### config.mk
export PLATFORM = sky130hd
export DESIGN_NAME = sw_debounce8
export DESIGN_NICKNAME = d
export VERILOG_FILES = /design/src/rtl/sw_debounce8.sv
export SDC_FILE = /design/constraint.sdc
export NUM_CORES = 1
export LEC_CHECK = 0
export ABC_CLOCK_PERIOD_IN_PS = 5300
export CAP_MARGIN = 10
export CORE_ASPECT_RATIO = 1.2
export CORE_MARGIN = 5
export CORE_UTILIZATION = 35
export CTS_CLUSTER_DIAMETER = 50
export DETAILED_ROUTE_END_ITERATION = 12
export DONT_BUFFER_PORTS = 1
export GPL_TIMING_DRIVEN = 0
export PLACE_DENSITY = 0.63
export SYNTH_ARGS = -nofsm -noshare
export SYNTH_HDL_FRONTEND = slang
export SYNTH_SLANG_ARGS = --single-unit
export TNS_END_PERCENT = 50
### constraint.sdc
create_clock -name clk -period 5.3 [get_ports clk]
set_clock_uncertainty 0.2 [all_clocks]
set_input_delay 0.795 -clock clk [delete_from_list [all_inputs] [get_ports clk]]
set_output_delay 0.795 -clock clk [all_outputs]
set_load 0.01 [all_outputs]
### src/rtl/sw_debounce8.sv
// sw_debounce8: input conditioning for raw board switches ahead of the
// 8-3 priority encoder / 7-seg path.
//
// Each of NBIT+1 channels (sw_in[NBIT-1:0], en_in) is synchronised through a
// two-flop synchroniser. It is then debounced by a per-channel stability
// counter. A new level is accepted only after STABLE_CYC consecutive
// mismatching cycles.
//
// Ports:
//   clk     system clock, all state on rising edge
//   rst     asynchronous active-high reset
//   sw_in   raw data switches (asynchronous)
//   en_in   raw enable switch (asynchronous)
//   x_out   debounced data switches (registered)
//   en_out  debounced enable (registered)
//   chg     one-cycle pulse in the cycle a debounced bit updates
//
// Build option: define SWDB_CHG_PULSE_EN to build the chg strobe. When it is
// undefined, chg is tied to 0 and x_out/en_out behave identically.

module sw_debounce8 #(
    parameter int unsigned NBIT       = 8,
    parameter int unsigned CNT_W      = 16,
    parameter int unsigned STABLE_CYC = 50000
) (
    input  logic            clk,
    input  logic            rst,
    input  logic [NBIT-1:0] sw_in,
    input  logic            en_in,
    output logic [NBIT-1:0] x_out,
    output logic            en_out,
    output logic            chg
);

    localparam int unsigned     NCH     = NBIT + 1;
    localparam logic [CNT_W-1:0] CNT_MAX = CNT_W'(STABLE_CYC - 1);

    logic [NCH-1:0]   w_raw;
    logic [NCH-1:0]   r_s1;
    logic [NCH-1:0]   r_s2;
    logic [NCH-1:0]   r_h;
    logic [NCH-1:0]   w_upd;
    logic [CNT_W-1:0] r_cnt [NCH];

    // Enable rides as the top channel so every channel is handled uniformly.
    assign w_raw = {en_in, sw_in};

    // Two-flop synchroniser, nothing between the stages.
    always_ff @(posedge clk or posedge rst) begin
        if (rst) begin
            r_s1 <= '0;
            r_s2 <= '0;
        end else begin
            r_s1 <= w_raw;
            r_s2 <= r_s1;
        end
    end

    // A channel accepts its new level on the edge that completes the run.
    always_comb begin
        w_upd = '0;
        for (int unsigned i = 0; i < NCH; i++) begin
            w_upd[i] = (r_s2[i] != r_h[i]) && (r_cnt[i] == CNT_MAX);
        end
    end

    // Stability counters and held values; any match restarts the run.
    always_ff @(posedge clk or posedge rst) begin
        if (rst) begin
            r_h <= '0;
            for (int unsigned i = 0; i < NCH; i++) begin
                r_cnt[i] <= '0;
            end
        end else begin
            for (int unsigned i = 0; i < NCH; i++) begin
                if (r_s2[i] == r_h[i]) begin
                    r_cnt[i] <= '0;
                end else if (w_upd[i]) begin
                    r_h[i]   <= r_s2[i];
                    r_cnt[i] <= '0;
                end else begin
                    r_cnt[i] <= r_cnt[i] + CNT_W'(1);
                end
            end
        end
    end

    assign x_out  = r_h[NBIT-1:0];
    assign en_out = r_h[NBIT];

`ifdef SWDB_CHG_PULSE_EN
    logic r_chg;

    // Registered alongside r_h so the strobe lines up with the new outputs.
    always_ff @(posedge clk or posedge rst) begin
        if (rst) begin
            r_chg <= 1'b0;
        end else begin
            r_chg <= |w_upd;
        end
    end

    assign chg = r_chg;
`else
    assign chg = 1'b0;
`endif

endmodule

==> flow_metrics.py, run 1 <==
metrics = {
    "global_routing": {
        "grt_pass1_wl_mm": 24.8,
        "gr-total-overflow": 0,
        "use_met1_pct": 14.2,
        "track_usage_pct": 11.4,
        "grt_max_degree": 41,
        "busiest_layer": "met2",
        "grt.met3_usage_pct": 2.97,
        "grt_use_met2_pct": 19.7,
        "antenna_found_initial": 0,
        "grt_pass1_vias": 5396,
    },
    "power_and_ir_drop": {
        "ir_worst_vdd_mv": 0.234,
        "pwr_density_cell_nw_per_um2": 302,
        "p_leak_nw": 3.50,
    },
    "critical_path": {
        "crit_type": "reg2reg",
        "cp_top_family": "compound AO/OA/AOI/OAI gates",
        "r2r_start": "r_cnt[48]",
        "slowest_delay_ps": 730,
        "arrival_ps": 2440,
        "r2r_slack_ps": 2960,
        "crit_buf_inv": 1,
        "slowest_stage": "o41ai_2",
        "timing.rr.end": "r_cnt[58]",
        "worstPathMaxFanout": 10,
        "critical_path.startpoint_type": "flip-flop",
        "ff2ff_path_depth": 5,
        "end_kind": "flip-flop",
        "required_ps": 5400,
        "cp_cell_sequence": "ha_1 -> nand3_1 -> o41ai_2 -> buf_2 -> nor2_1",
    },
    "yosys": {
        "syn-cell-area_um2": 7870,
        "synth_xor_area_share_pct": 14.9,
        "synth_warnings": 0,
        "ys_types": 41,
        "synth_mux_area_share_pct": 1.34,
        "syn_nets": 782,
        "synth_edf_count": 0,
        "synth_seq_cells": 171,
        "synthSimpleGateAreaFrac_pct": 24.2,
        "synth_top_family_by_area": "simple AND/OR/NAND/NOR gates",
        "yosysSeqAreaShare_pct": 54.4,
        "synth_adder_area_share_pct": 1.43,
        "synth_compound_area_share_pct": 1.26,
        "syn_inst": 762,
        "syn_area_per_cell_um2": 10.3,
        "async_reset_ff_share_pct": 100,
        "synth_flop_cell": "dfrtp_1",
    },
    "clock_tree": {
        "clk_latency_ps": 420,
        "cts_tree": "done",
        "cts-root-buf": "clkbuf_16",
        "cts_hold_buf": 0,
        "clkTransAtPathRegs_ps": 60,
        "clock_path_buffers": 2,
        "cts_buffers": 17,
        "cts_setup_buffers": 0,
        "cts.repair.resized": 0,
        "htreeDepth": 4,
        "clock_sinks": 171,
    },
    "routing": {
        "first_pass_iters": 4,
        "first_iter_violations": 205,
        "post-route-drc-count": 0,
        "viasPerCell": 4.90,
        "ant_nets": 0,
        "wl_mm": 13.8,
        "wl_per_cell_um": 12.8,
        "dr_total_vias": 5280,
    },
    "floorplanning": {
        "die_x_um": 147,
        "core_um2": 22300,
        "die_area_um2": 25600,
        "io_pins": 21,
        "start_util_pct": 35.3,
        "die_y_um": 174,
        "rows": 60,
    },
    "place": {
        "post-dp-hpwl_mm": 9.33,
        "place_ws_ps": 2900,
        "io_buffers": 0,
        "gp_congestion": 0.779,
        "place_inst": 1045,
    },
    "timing": {
        "final-max-slew-violation-count": 0,
        "fmax_mhz": 427,
        "hold_viol": 0,
        "finalSetupTns_ps": 0,
        "post-route-period-util_pct": 44.2,
        "worst_pin_slew_ps": 692,
        "rsz0062_at_grt": "false",
        "setup_violations": 0,
        "min_period_ps": 2340,
        "relSlewSlack_pct": 53.3,
        "setup_slack_ps": 2960,
    },
    "job": {
        "drv_cap": 0,
    },
    "layout": {
        "finalNetCount": 805,
        "diodes": 0,
        "drive_gt1_share_pct": 8.40,
        "syn_to_final_growth_pct": 13.2,
        "stdcell_count": 1077,
        "nFillCells": 2129,
        "multi_input_area_um2": 3400,
        "seq_area_um2": 4280,
    },
    "status": {
        "outcome": "completed",
    },
    "hold_path": {
        "hp-class": "in2async",
    },
}
==> synthesized netlist by cell type (all sizes together), types with 6 or more instances <==
library cell / n / area (um2)
and3: 6 / 38.8
buf: 9 / 68.8
dfrtp: 171 / 4280
ha: 9 / 113
inv: 30 / 113
mux2: 9 / 105
nand2: 35 / 139
nand3: 48 / 240
nand4: 32 / 200
nor2: 172 / 646
nor3: 28 / 140
nor4: 42 / 269
xnor2: 109 / 955
xor2: 25 / 219
==> sequential cells by signal (all words and copies together) (netlist names) <==
name / count
r_s2: 9
r_s1: 9
r_cnt: 144
r_h: 9
==> placed cells by master, fill, tap and decap left out, types with 3 or more instances in the layout <==
| cell | netlist | final |
|---|---|---|
| dfrtp_1 | 171 | 171 |
| xor2_1 | 25 | 25 |
| nor4b_1 | 3 | 3 |
| buf_6 | 3 | 3 |
| o41ai_2 | 4 | 4 |
| clkbuf_1 | 3 | 3 |
| nor3_1 | 28 | 28 |
| clkbuf_16 | 0 | 17 |
| clkinvlp_4 | 0 | 4 |
| buf_2 | 4 | 4 |
| nor4bb_1 | 4 | 4 |
| nand3_1 | 48 | 48 |
| nand4_1 | 32 | 32 |
| nand3b_1 | 3 | 3 |
| nor2_1 | 172 | 172 |
| xnor2_1 | 109 | 109 |
| ha_1 | 9 | 9 |
| nor4_1 | 41 | 41 |
| buf_12 | 0 | 4 |
| mux2_2 | 8 | 8 |
| and3_1 | 5 | 5 |
| inv_1 | 30 | 29 |
| nand2_1 | 34 | 34 |
| clkinv_4 | 0 | 6 |
==> where the power goes <==
part,leakage [nW],internal (mW),switching [mW],total [mW]
logic,0.891,0.0302,0.0577,0.0879
registers,2.33,1.33,0.0197,1.35
clock network,0.285,0.717,0.538,1.25
==> cell type report <==
class / instances / area share (%)
flip-flops and latches: 171 / 48.0
multi-input cells: 549 / 38.2
clock buffers: 18 / 4.93
well taps: 279 / 3.92
clock inverters: 14 / 1.84
inverters: 30 / 1.31
repair buffers: 4 / 0.899
plain buffers: 12 / 0.899
==> per-layer routing <==
layer | routed length [um] | part of all wire [%]
met5 | 0 | 0
met4 | 114 | 0.83
met3 | 332 | 2.4
met2 | 6780 | 49
met1 | 6540 | 48
==> how the worst max path moves through the flow <==
stage              start         to  cells after the start
2_1_floorplan        rst   r_cnt[0]                      1
3_3_place_gp         rst    r_s2[3]                      1
3_5_place_dp   r_cnt[48]  r_cnt[58]                      5
4_1_cts        r_cnt[48]  r_cnt[58]                      5
5_1_grt        r_cnt[60]  r_cnt[58]                      5
6_report       r_cnt[48]  r_cnt[58]                      5
==> cells by family (layout without fill, tap and decap cells) <==
logic type               after synthesis  after routing
buffers and inverters                 42             78
XOR/XNOR                             134            134
other                                  1              1
multiplexers                           9              9
adder cells (fa/ha/maj)                9              9
AO/OA/AOI/OAI                          7              7
flip-flops                           171            171
AND/OR/NAND/NOR                      389            389
==> per-stage QoR <==
step | util, % | hold slack, ps | instance area [um2] | power [mW]
after floorplan | - | 131 | 7880 | 1.43
after global placement | 36.9 | 134 | 8220 | 1.46
after detailed placement | 37.2 | 135 | 8300 | 1.47
after CTS | 39.9 | 19.9 | 8910 | 2.73
after global routing | 39.9 | 32.4 | 8910 | 2.81
final | 39.9 | 28.1 | 8910 | 2.69
(Power assumes the default switching activity.)
==> run 2: changes to the inputs <==
--- a/config.mk
+++ b/config.mk
@@ -5,7 +5,7 @@
 export SDC_FILE = /design/constraint.sdc
 export NUM_CORES = 1
 export LEC_CHECK = 0
-export ABC_CLOCK_PERIOD_IN_PS = 5300
+export ABC_CLOCK_PERIOD_IN_PS = 2060
 export CAP_MARGIN = 10
 export CORE_ASPECT_RATIO = 1.2
 export CORE_MARGIN = 5
==> constraint.sdc (replaced) <==
create_clock -name clk -period 2.06 [get_ports clk]
set_clock_uncertainty 0.2 [all_clocks]
set_input_delay 0.309 -clock clk [delete_from_list [all_inputs] [get_ports clk]]
set_output_delay 0.309 -clock clk [all_outputs]
set_load 0.01 [all_outputs]
==> run 2 against run 1 <==
  * The run now ends with setup timing left
  * Wire length increased by 4.0%
  * Clock-buffer cell count unchanged
  * Sequential cell count unchanged
  * Worst hold slack improved by 120 ps
  * Utilization increased by 2.2 points
  * Via count increased by 3.2%
  * Cell area increased by 5.6%
  * Sequential share of layout area decreased by 2.5 points
  * Non-clock buffer count increased by 35
  * Register-to-register slack got worse by 3000 ps
  * Clock power increased to 2.6 times the previous value
==> flow_metrics.py, run 2 (synthesis gave the netlist of run 1 again) <==
metrics = {
    "critical_path": {
        "r2r_start": "r_cnt[117]",
        "ff2ff_path_depth": 3,
        "startpoint": "r_cnt[117]",
        "crit_type": "reg2reg",
        "worstPathMaxFanout": 3,
        "arrival_ps": 2200,
        "end_kind": "flip-flop",
        "critical_path.startpoint_type": "flip-flop",
        "required_ps": 2160,
    },
    "layout": {
        "layout_commonest_cell": "dfrtp_1",
        "largest_register_ffs": 144,
        "diodes": 0,
        "final_area_um2": 9400,
        "regMostFlops": "r_cnt",
        "final_cell_mix": "dfrtp_1, nor2_1, xnor2_1, nand3_1, nor4_1",
        "finalNetCount": 840,
        "drive_gt1_share_pct": 14.5,
        "fin_util_pct": 42.2,
        "syn_to_final_growth_pct": 19.5,
    },
    "clock_tree": {
        "cts_buffers": 17,
        "clkTransAtPathRegs_ps": 70,
        "clk_latency_ps": 420,
        "htreeDepth": 4,
        "clock_sinks": 171,
        "cts_tree": "done",
        "cts-root-buf": "clkbuf_16",
        "clock_path_buffers": 2,
    },
    "hold_path": {
        "hold_path_depth": 0,
        "hp-class": "reg2reg",
        "holdCritStartpoint": "r_s1[4]",
    },
    "global_routing": {
        "grt_max_degree": 41,
        "grt_pass1_vias": 5510,
        "gr-total-overflow": 0,
        "antenna_found_initial": 0,
        "track_usage_pct": 11.7,
        "grt_pass1_wl_mm": 25.5,
    },
    "routing": {
        "first_pass_iters": 5,
        "ant_nets": 0,
        "wl_mm": 14.3,
        "first_iter_violations": 180,
        "wl_per_cell_um": 12.9,
        "viasPerCell": 4.90,
        "dr_total_vias": 5451,
        "post-route-drc-count": 0,
    },
    "power_and_ir_drop": {
        "clock_power_share_pct": 46.3,
        "seqPwrFrac_pct": 49.8,
        "p_sw_mw": 1.59,
        "pwr_density_cell_nw_per_um2": 741,
        "swShare_pct": 22.8,
        "ir_worst_vdd_mv": 0.564,
        "p_leak_nw": 3.77,
        "total_power_mw": 6.96,
        "p_int_mw": 5.37,
        "pwr-share-comb_pct": 3.9,
    },
    "floorplanning": {
        "die_area_um2": 25600,
        "core_um2": 22300,
        "die_x_um": 147,
        "rows": 60,
        "start_util_pct": 35.3,
        "die_y_um": 174,
        "io_pins": 21,
    },
    "timing": {
        "min_period_ps": 2100,
        "final-max-slew-violation-count": 0,
        "post-route-period-util_pct": 102,
        "rsz0062_at_grt": "true",
        "setup_slack_ps": -40.5,
        "hold_viol": 0,
        "setup_violations": 15,
        "fmax_mhz": 476,
    },
    "job": {
        "drv_cap": 0,
    },
    "status": {
        "violations": "setup timing",
        "outcome": "complete, but fails checks",
    },
    "place": {
        "io_buffers": 0,
        "gp_congestion": 0.779,
        "post-dp-hpwl_mm": 9.33,
        "place_area_um2": 8300,
    },
}
run 2: cell count changes in the layout (fill, tap and decap cells not counted), sizes merged:
| cell | previous run | this run |
|---|---|---|
| buf | 13 | 37 |
| dlygate4sd3 | 0 | 10 |
| clkbuf | 21 | 22 |
run 2: layer usage:
metal	GRT usage, %	vias to the layer above	part of all wire [%]
met5	0	-	0
met2	20.2	40	50
li1	-	2701	-
met4	3.15	0	1.0
met1	14.6	2696	47
met3	3.10	14	2.2
run 2: repair_timing:
item / in CTS / in global routing
gates resized for setup: 12 / 38
hold buffers: 10 / 0
setup buffers: 9 / 16
gates cloned: 0 / 1
endpoints found under the setup margin: 109 / 112
pin swaps: 11 / 11
endpoints found under the hold margin: 100 / 0
run 2: per-stage QoR:
step | std cells | TNS [ps] | setup slack (ps) | hold WS, ps
after global routing | 1112 | -1320 | -92.0 | 156
after CTS | 1096 | -1120 | -108 | 147
after detailed placement | 1045 | -17020 | -336 | -9.53
after global placement | 1041 | -294470 | -1650 | 134
final | 1112 | -372 | -40.5 | 148
after floorplan | 762 | -108180 | -632 | 131
run 2: power groups by stage:
stage / registers, mW / logic, mW / clock network [mW]
after floorplan: 3.52 / 0.169 / 0
after global placement: 3.53 / 0.215 / 0
after detailed placement: 3.53 / 0.238 / 0
after CTS: 3.47 / 0.269 / 3.32
after global routing: 3.48 / 0.316 / 3.48
final: 3.47 / 0.272 / 3.22
run 2: cell type report:
class | instances | area [um2]
fillers | 2078 | 12900
inverters | 30 | 116
multi-input cells | 549 | 3560
clock buffers | 18 | 439
well taps | 279 | 349
clock inverters | 14 | 164
flip-flops and latches | 171 | 4280
repair buffers | 40 | 393
plain buffers | 11 | 96.3
run 2: path summary, 6_finish.rpt:
check | end | slack (ps)
setup / recovery | r_h[1] | -40
hold / removal | r_s2[4] | 150
setup reg to reg | r_h[1] | -40
hold reg to reg | r_s2[4] | 150
max in group asynchronous | r_cnt[124] | 680
min in group asynchronous | r_s1[5] | 160
run 2: worst max-delay path, cell delays in order, from the launching register on:
cell,delay (ps)
dfrtp_2,410
or4b_1,500
or4_4,570
mux2_4,310
==> run 3: changes to the inputs <==
--- a/config.mk
+++ b/config.mk
@@ -15,6 +15,7 @@
 export DONT_BUFFER_PORTS = 1
 export GPL_TIMING_DRIVEN = 0
 export PLACE_DENSITY = 0.63
+export SKIP_CTS_REPAIR_TIMING = 1
 export SYNTH_ARGS = -nofsm -noshare
 export SYNTH_HDL_FRONTEND = slang
 export SYNTH_SLANG_ARGS = --single-unit
==> run 3 against run 2 <==
  * The run still ends with setup timing left
  * Final cell count fell by 0.18%
  * Worst hold slack barely moved
  * First-iteration DRC count increased by 10%
  * Register-to-register slack about the same
  * Global-route usage fell by 0.31 points
  * Worst setup slack worse by 11 ps
  * Critical endpoint unchanged
==> flow_metrics.py, run 3 (synthesis gave the netlist of run 1 again) <==
metrics = {
    "layout": {
        "diodes": 0,
        "final_cell_mix": "nor2_1, dfrtp_1, xnor2_1, nand3_1, nor4_1",
        "largest_register_ffs": 144,
        "fin_util_pct": 41.8,
        "syn_to_final_growth_pct": 18.5,
        "finalNetCount": 838,
        "regMostFlops": "r_cnt",
        "drive_gt1_share_pct": 13.1,
        "nFillCells": 2082,
        "layout_commonest_cell": "nor2_1",
    },
    "floorplanning": {
        "start_util_pct": 35.3,
        "core_um2": 22300,
        "die_y_um": 174,
        "rows": 60,
        "die_x_um": 147,
        "die_area_um2": 25600,
        "io_pins": 21,
    },
    "power_and_ir_drop": {
        "ir_worst_vdd_mv": 0.600,
        "p_leak_nw": 3.76,
        "pwr_density_cell_nw_per_um2": 746,
    },
    "hold_path": {
        "whs_endpoint": "r_s2[4]",
        "hold_path_depth": 0,
        "holdCritStartpoint": "r_s1[4]",
        "hp-class": "reg2reg",
    },
    "clock_tree": {
        "clock_sinks": 171,
        "clkTransAtPathRegs_ps": 70,
        "htreeDepth": 4,
        "clock_path_buffers": 2,
        "cts-root-buf": "clkbuf_16",
        "cts_tree": "done",
        "clk_latency_ps": 430,
        "cts_buffers": 17,
    },
    "status": {
        "outcome": "complete, but fails checks",
        "violations": "setup timing",
    },
    "routing": {
        "ant_nets": 0,
        "post-route-drc-count": 0,
        "dr_total_vias": 5406,
        "wl_per_cell_um": 12.6,
        "wl_mm": 14.0,
        "first_iter_violations": 198,
        "first_pass_iters": 5,
        "viasPerCell": 4.87,
    },
    "place": {
        "io_buffers": 0,
        "post-dp-hpwl_mm": 9.33,
        "place_ws_ps": -336,
        "gp_congestion": 0.779,
    },
    "global_routing": {
        "grt_pass1_vias": 5396,
        "grt_use_met2_pct": 19.7,
        "antenna_found_initial": 0,
        "grt_max_degree": 41,
        "gr-total-overflow": 0,
        "busiest_layer": "met2",
        "grt_pass1_wl_mm": 24.8,
        "grt.met3_usage_pct": 2.97,
        "track_usage_pct": 11.4,
        "use_met1_pct": 14.2,
    },
    "critical_path": {
        "arrival_ps": 2220,
        "ff2ff_path_depth": 3,
        "timing.rr.end": "r_h[1]",
        "worstPathMaxFanout": 3,
        "end_kind": "flip-flop",
        "r2r_slack_ps": -50,
        "crit_type": "reg2reg",
        "r2r_start": "r_cnt[124]",
        "critical_path.startpoint_type": "flip-flop",
        "required_ps": 2160,
    },
    "timing": {
        "setup_slack_ps": -51.4,
        "holdWs_ps": 148,
        "setup_violations": 10,
        "fmax_mhz": 474,
        "finalSetupTns_ps": -102,
        "hold_viol": 0,
        "min_period_ps": 2110,
        "rsz0062_at_grt": "true",
        "final-max-slew-violation-count": 0,
        "post-route-period-util_pct": 102,
    },
    "job": {
        "drv_cap": 0,
    },
}
run 3: cell types whose count changed in the layout (fill, tap and decap cells not counted), sizes merged:
cell / previous run / this run
buf: 37 / 36
clkbuf: 22 / 21
run 3: how the worst max path moves through the flow:
stage	start	to	slack [ps]
final	r_cnt[124]	r_h[1]	-50
after global routing	r_cnt[117]	r_h[1]	-90
after CTS	r_cnt[48]	r_cnt[58]	-350
after detailed placement	r_cnt[48]	r_cnt[58]	-340
after global placement	rst	r_s2[3]	-1650
after floorplan	rst	r_cnt[0]	-630
run 3: area by class of cell:
| type | count | area [um2] | area share (%) |
|---|---|---|---|
| flip-flops and latches | 171 | 4290 | 45.9 |
| multi-input cells | 549 | 3520 | 37.7 |
| clock buffers | 18 | 439 | 4.71 |
| repair buffers | 40 | 379 | 4.06 |
| well taps | 279 | 349 | 3.74 |
| clock inverters | 14 | 164 | 1.76 |
| inverters | 30 | 116 | 1.25 |
| plain buffers | 9 | 75.1 | 0.805 |
run 3: power by group:
group	switching [mW]	internal [mW]	leakage [nW]
Combinational	0.158	0.108	1.16
Clock	1.38	1.84	0.285
Sequential	0.0521	3.42	2.32
Total	1.59	5.37	3.76
run 3: critical path, cell delays in order, from the launching register on:
cell and delay, ps:
dfrtp_2 410, or4b_4 510, or4_4 560, mux2_4 310
run 3: per-stage QoR:
| step | cells | area (um2) | power, mW |
|---|---|---|---|
| finish | 1110 | 9330 | 6.96 |
| global route | 1110 | 9330 | 7.26 |
| CTS | 1077 | 8910 | 7.03 |
| detailed placement | 1045 | 8300 | 3.77 |
| global placement | 1041 | 8220 | 3.75 |
| floorplan | 762 | 7880 | 3.69 |
run 3: routing by layer:
metal | part of all wire (%) | vias to the layer above
met5 | 0 | -
met4 | 1.0 | 0
met3 | 2.2 | 14
met2 | 50 | 40
met1 | 47 | 2658
li1 | - | 2694
